==> src/rtl/hc_enc_rr_sched.sv <==
// hc_enc_rr_sched: round-robin scheduler that shares one Hamming(7,4)
// encoder among N_REQ nibble requesters and presents the registered
// codeword, tagged with the winner's index, on one valid/ready stream.
// Optional feature macro: HC_ENC_RR_XPAR_EN adds an overall parity bit
// (bit 8) to the codeword for SECDED use downstream.

// Hamming(7,4) encoder; codeword bit k is code position k.
module hc_enc (
  input  logic [3:0] i_data,
  output logic [7:1] o_code
);
  assign o_code[3] = i_data[0];
  assign o_code[5] = i_data[1];
  assign o_code[6] = i_data[2];
  assign o_code[7] = i_data[3];
  assign o_code[1] = i_data[0] ^ i_data[1] ^ i_data[3];
  assign o_code[2] = i_data[0] ^ i_data[2] ^ i_data[3];
  assign o_code[4] = i_data[1] ^ i_data[2] ^ i_data[3];
endmodule

module hc_enc_rr_sched #(
  parameter  int N_REQ = 4,
  localparam int ID_W  = $clog2(N_REQ)
) (
  input  logic                 i_clk,
  input  logic                 i_rst,
  input  logic [N_REQ-1:0]     i_req_valid,
  input  logic [4*N_REQ-1:0]   i_req_data,
  output logic [N_REQ-1:0]     o_req_ready,
  output logic                 o_valid,
  input  logic                 i_ready,
`ifdef HC_ENC_RR_XPAR_EN
  output logic [8:1]           o_enc_data,
`else
  output logic [7:1]           o_enc_data,
`endif
  output logic [ID_W-1:0]      o_grant_id
);

`ifdef HC_ENC_RR_XPAR_EN
  localparam int CW_HI = 8;
`else
  localparam int CW_HI = 7;
`endif

  typedef enum logic {ST_EMPTY, ST_FULL} state_e;

  state_e            state_q, state_d;
  logic [ID_W-1:0]   rr_ptr_q, rr_ptr_d;
  logic [CW_HI:1]    cw_q;
  logic [ID_W-1:0]   id_q;

  logic              any_valid;
  logic [ID_W-1:0]   win;
  logic              can_load;
  logic              load;
  logic [3:0]        win_data;
  logic [7:1]        enc_code;
  logic [CW_HI:1]    enc_full;

  // Round-robin search: first valid requester at or after rr_ptr, wrapping.
  // NOTE: every variable assigned in always_comb gets a default first so no latch is inferred.
  always_comb begin
    any_valid = 1'b0;
    win       = '0;
    for (int i = 0; i < N_REQ; i++) begin
      int idx;
      idx = int'(rr_ptr_q) + i;
      if (idx >= N_REQ) idx = idx - N_REQ;
      if (!any_valid && i_req_valid[idx]) begin
        any_valid = 1'b1;
        win       = ID_W'(idx);
      end
    end
  end

  // The output register can take a new codeword when empty or being popped.
  // Reset also blocks acceptance so nothing is handshaken while it is held.
  assign can_load    = (state_q == ST_EMPTY) || i_ready;
  assign load        = can_load && any_valid && !i_rst;
  assign o_req_ready = load ? ({{(N_REQ-1){1'b0}}, 1'b1} << win) : '0;

  assign win_data = i_req_data[{win, 2'b00} +: 4];

  hc_enc u_hc_enc (
    .i_data (win_data),
    .o_code (enc_code)
  );

`ifdef HC_ENC_RR_XPAR_EN
  assign enc_full = {^enc_code, enc_code};
`else
  assign enc_full = enc_code;
`endif

  // Next state: a load always fills (even while popping); a bare pop drains.
  always_comb begin
    state_d  = state_q;
    rr_ptr_d = rr_ptr_q;
    if (load) begin
      state_d  = ST_FULL;
      rr_ptr_d = (win == ID_W'(N_REQ-1)) ? '0 : win + 1'b1;
    end else if ((state_q == ST_FULL) && i_ready) begin
      state_d = ST_EMPTY;
    end
  end

  // State, pointer and codeword registers; reset discards any held codeword.
  // NOTE: sequential state uses non-blocking assignments so all registers update together.
  always_ff @(posedge i_clk or posedge i_rst) begin
    if (i_rst) begin
      state_q  <= ST_EMPTY;
      rr_ptr_q <= '0;
      cw_q     <= '0;
      id_q     <= '0;
    end else begin
      state_q  <= state_d;
      rr_ptr_q <= rr_ptr_d;
      if (load) begin
        cw_q <= enc_full;
        id_q <= win;
      end
    end
  end

  assign o_valid    = (state_q == ST_FULL);
  assign o_enc_data = cw_q;
  assign o_grant_id = id_q;

endmodule

==> config.mk <==
export PLATFORM = sky130hd
export DESIGN_NAME = hc_enc_rr_sched
export DESIGN_NICKNAME = d
export VERILOG_FILES = /design/src/rtl/hc_enc_rr_sched.sv
export SDC_FILE = /design/constraint.sdc
export NUM_CORES = 1
export LEC_CHECK = 0
export BUFFER_PORTS_ARGS = -buffer_cell sky130_fd_sc_hd__buf_2
export CORE_AREA = 2 2 45 47
export DETAILED_ROUTE_END_ITERATION = 8
export DIE_AREA = 0 0 47 49
export PLACE_DENSITY = 0.76
export SLEW_MARGIN = 0
export SYNTH_ARGS = -nofsm -noshare
export SYNTH_HDL_FRONTEND = slang
export SYNTH_HIERARCHICAL = 1
export SYNTH_SLANG_ARGS = --single-unit
export TNS_END_PERCENT = 5
==> constraint.sdc <==
create_clock -name i_clk -period 3.57 [get_ports i_clk]
set_input_delay 0.714 -clock i_clk [delete_from_list [all_inputs] [get_ports i_clk]]
set_output_delay 0.714 -clock i_clk [all_outputs]
set_load 0.05 [all_outputs]
### After elaboration in Yosys (flattened, before gate mapping)

Cells that the tools add are included.

| cells by class | value |
|---|---|
| order comparisons | 8 |
| shifts and indexed selects | 2 |
| bitwise gates (word level) | 7 |
| reductions and logical operators | 12 |
| eq/ne operators | 1 |
| $add $sub $neg | 8 |
| muxes and demuxes | 28 |

Operators with widths:

| cell | number |
|---|---|
| 32-bit by 4-bit < comparator with 1-bit output (second input constant) | 4 |
| 32-bit two-way mux | 4 |
| 16-bit by 5-bit indexed part select with 4-bit output | 1 |
| 1-bit two-way mux | 14 |
| 3-bit by 3-bit subtractor with 4-bit output (second input constant) | 3 |
| 2-bit two-way mux | 5 |
| 3-bit greater-or-equal comparator (second input constant) | 3 |
| 1-bit binary-select mux with 2-bit select | 4 |
| 2-bit by 2-bit adder with 3-bit output (second input constant) | 2 |
| 1-bit logical AND | 6 |
| 1-bit XOR | 6 |
| 1-bit logical NOT | 4 |
| 4-bit two-way mux | 1 |
| 1-bit by 2-bit << shifter with 4-bit output (first input constant) | 1 |
| 2-bit by 3-bit subtractor with 4-bit output (second input constant) | 1 |
| 2-bit by 1-bit adder with 3-bit output (second input constant) | 1 |
| 2-bit by 3-bit greater-or-equal comparator with 1-bit output (second input constant) | 1 |
| 2-bit by 1-bit adder with 2-bit output (second input constant) | 1 |
| 2-bit == test (second input constant) | 1 |
| 2-bit nonzero test | 1 |
| 1-bit logical OR | 1 |
| 1-bit NOT | 1 |

| storage, ports and cells | value |
|---|---|
| input port bits | 23 |
| register bits after elaboration | 12 |

### Depth between registers and ports, before layout

| logic depth | value |
|---|---|
| depth in word-level cells | 18 |
| gate-level depth with buffers | 8 |

### Hierarchy

The synthesis kept the hierarchy.

By module, submodules not included:

| module | area each (um^2) | sequential area each (um^2) | cells each | instances |
|---|---|---|---|---|
| hc_enc_rr_sched | 744.5 | 300.3 | 63 | 1 |
| hc_enc | 101.3 | 0.0 | 7 | 1 |

### Worst setup path after synthesis

No wires, ideal clock.

| timing | value |
|---|---|
| path kind | in2out |
| start | in i_req_valid[3] |
| end | out o_req_ready[0] |
| arrival time | 2,544 ps |
| buffers on the path | 1 |
| required time | 2,856 ps |
| path slack | 312 ps |
| cell stages on the path | 5 |
| cell sequence | nor2_1 -> a31o_2 -> a21oi_4 -> buf_6 -> nor3b_1 |

| between the ends | value |
|---|---|
| word-level cells in the longest chain between the ends | 16 |

RTL lines:

| element | line | source |
|---|---|---|
| start, declared | 27 | `input logic [N_REQ-1:0] i_req_valid,` |
| 1-bit binary-select mux with 2-bit select | 70 | `if (!any_valid && i_req_valid[idx]) begin` |
| 1-bit two-way mux (not written as such) (2 in a row) | 70 |  |
| 1-bit two-way mux | 70 |  |
| 1-bit logical NOT | 70 |  |
| 1-bit logical AND | 70 |  |
| 1-bit two-way mux | 70 |  |
| 1-bit logical NOT | 70 |  |
| 1-bit logical AND | 70 |  |
| 1-bit two-way mux | 70 |  |
| 1-bit logical NOT | 70 |  |
| 1-bit logical AND | 70 |  |
| 1-bit two-way mux | 70 |  |
| 1-bit logical AND (2 in a row) | 80 | `assign load = can_load && any_valid && !i_rst;` |
| 4-bit two-way mux (*) | 81 | `assign o_req_ready = load ? ({{(N_REQ-1){1'b0}}, 1'b1} << win) : '0;` |
| end, declared | 29 | `output logic [N_REQ-1:0] o_req_ready,` |

Mark *: on every way between the ends. The rest lies on a longest branch, timed or not. The select of a mux whose other input is x is not followed.

### Worst setup path in the final report

| timing | value |
|---|---|
| start | in i_req_valid[0] |
| end | out o_req_ready[3] |

Same word-level chain as after synthesis.

==> impl_metrics.py <==
metrics = {
    "run_status": {
        "outcome": "complete, no violations",
    },
    "flow_run": {
        "max_cap_viol_count": 0,
    },
    "clocking": {
        "path_clk_slew_ps": 80,
        "postCtsSetupBuffers": 0,
        "cts_root_buf": "clkbuf_4",
        "clock_latency_ps": 270,
        "hold_buffers": 0,
        "post_cts_resized": 0,
        "clock_path_buffers": 2,
        "cts_sinks": 12,
        "numCtsBuffers": 3,
        "cts_tree": "done",
        "htreeDepth": 1,
    },
    "layout": {
        "nets": 129,
        "area_growth_syn_to_layout_pct": 23.4,
        "fillers": 175,
        "drive_gt1_share_pct": 53.8,
        "finalNonFillerCells": 131,
        "diodes": 0,
    },
    "sta": {
        "hold_viol_final": 0,
        "final_max_slew_viol_count": 0,
        "fin_skew_ps": 3.55,
        "post-route-period-util_pct": 79.8,
        "worst_slew_pin_slew_ps": 474,
        "rsz0062_at_grt": "no",
        "period_needed_ps": 2850,
        "fin_tns_setup_ps": 0,
        "setup_viol": 0,
        "max_freq_mhz": 351,
        "slew_headroom_pct": 68.3,
    },
    "setup_path": {
        "critPathKind": "in2out",
        "cp.required_ps": 2860,
        "setup.worst_path.end_class": "primary output",
        "cp-start-kind": "input pin",
        "cp_max_fo": 13,
        "cp.arrival_ps": 2140,
    },
    "die": {
        "io_pins": 37,
        "dieArea_um2": 2300,
        "rows": 16,
        "fp.dieH_um": 49,
        "core_area_um2": 1840,
        "start_util_pct": 45.9,
        "fp.dieW_um": 47,
    },
    "placement": {
        "dpl.cell_count": 127,
        "io_buffers": 36,
        "post-dp-hpwl_mm": 1.27,
        "gp_congestion": 0.694,
    },
    "synthesis": {
        "ys_seq_area_share_pct": 35.5,
        "yosysUniqueCellTypes": 25,
        "yosysWarnings": 6,
        "synth_fp_nets": 94,
        "syn_area_um2": 846,
        "ys_seq_elements": 12,
        "postSynthCellCount": 70,
        "synth.avg_cell_area_um2": 12.1,
    },
    "power": {
        "p_leak_nw": 0.553,
        "cellPowerDensity_nw_per_um2": 916,
        "ir_worst_vdd_v": 0.000594,
    },
    "grt": {
        "grt_use_total_pct": 15.7,
        "grt_pass1_wl_mm": 2.66,
        "grt_pass1_vias": 644,
        "grt_max_degree": 16,
        "antenna_found_initial": 0,
        "grt_overflow": 0,
    },
    "drt": {
        "wl_per_cell_um": 12.2,
        "firstDrtPassIters": 3,
        "postRouteWirelength_mm": 1.60,
        "drc": 0,
        "routed_via_density": 4.74,
        "vias": 621,
        "drt-initial-drc-count": 9,
        "ant_nets": 0,
    },
    "min_path": {
        "hp-class": "in2async",
    },
}
layout make-up:
type	instances	area [µm²]	area share (%)
Sequential cell	12	300	28.8
Timing Repair Buffer	36	180	17.3
Tap cell	27	33.8	3.24
Inverter	6	22.5	2.16
Multi-Input combinational cell	46	470	45.1
Clock buffer	4	36.3	3.48
worst max-delay path, cell delays in order:
cell     delay, ps
buf_2          120
a21o_1         170
a21oi_1        160
o22a_2         380
ha_1           220
and2_1         120
buf_2          250
metrics by stage:
stage               hold slack, ps  setup WS, ps  cell area [µm²]  utilization [%]  total power [mW]
floorplan                      519           312              846                -             0.777
CTS                            470           709             1040             56.7             0.968
finish                         456           720             1040             56.7             0.956
global placement               490           758             1010             54.7             0.845
detailed placement             491           710             1010             54.7             0.857
global route                   496           579             1040             56.7              1.02
Yosys cell counts (all sizes together):
| master | count | share of area [%] |
|---|---|---|
| dfrtp | 12 | 36 |
| mux2i | 12 | 14 |
| mux2 | 10 | 14 |
| buf | 6 | 6.2 |
| inv | 6 | 2.7 |
| a21oi | 3 | 3.6 |
| nor2 | 3 | 1.3 |
| xor3 | 3 | 8.4 |
| nand2b | 2 | 1.5 |
| o21ai | 2 | 1.2 |
| a211oi | 1 | 2.4 |
| a21o | 1 | 0.89 |
| a31o | 1 | 1.0 |
| and2 | 1 | 0.74 |
| and3b | 1 | 1.2 |
| ha | 1 | 1.5 |
| nand2 | 1 | 0.44 |
| nor2b | 1 | 0.74 |
| nor3b | 1 | 0.89 |
| o22a | 1 | 1.2 |
| o22ai | 1 | 0.74 |
flip-flops by register name, indices dropped and copies added (netlist names):
register / count
rr_ptr_q: 2
o_valid: 1
o_enc_data: 7
o_grant_id: 2
path summary, 6_finish.rpt:
path	cells past startpoint	start	end	slack, ps
max	7	i_req_valid[0]	o_req_ready[3]	720
min	2	i_rst	o_valid$_DFFE_PP0P_	460
max reg2reg	7	rr_ptr_q[1]$_DFFE_PP0P_	o_enc_data[2]$_DFFE_PP0P_	1120
min reg2reg	1	o_enc_data[1]$_DFFE_PP0P_	o_enc_data[1]$_DFFE_PP0P_	510
max in group asynchronous	2	i_rst	o_enc_data[2]$_DFFE_PP0P_	2790
min in group i_clk	1	o_enc_data[1]$_DFFE_PP0P_	o_enc_data[1]$_DFFE_PP0P_	510
layer usage:
metal	part of all wire (%)	global-route usage (%)	up-vias
met2	49	26.0	23
li1	-	-	311
met4	0.31	6.94	0
met1	44	19.1	285
met3	5.7	2.59	2
met5	0	0	-
cell families after synthesis:
family                     count (synthesis)  synth area share, %
buffers and inverters                     12                 8.88
and+or+nand+nor                           10                 6.81
xor gates and xnor gates                   3                 8.43
adders and majority gates                  1                 1.48
DFF                                       12                 35.5
muxes                                     22                 28.0
AOI/OAI and AO/OA                         10                 10.9
power by group:
| part | switching, mW | leakage (nW) | total (mW) | internal, mW |
|---|---|---|---|---|
| Combinational | 0.359 | 0.391 | 0.607 | 0.248 |
| Clock | 0.0467 | 0.0210 | 0.109 | 0.0619 |
| Sequential | 0.0403 | 0.141 | 0.240 | 0.200 |
layout by cell type, fill, tap and decap left out, types with 2 or more instances in the layout:
cell      netlist  routed
buf_2           0      36
mux2i_1        12      12
dfrtp_1        12      12
mux2_2          9       9
inv_1           6       6
nor2_1          3       3
clkbuf_4        0       3
xor3_1          3       3
o21ai_0         2       2
nand2b_1        2       2
No activity file was read; power rests on OpenSTA's default activity.
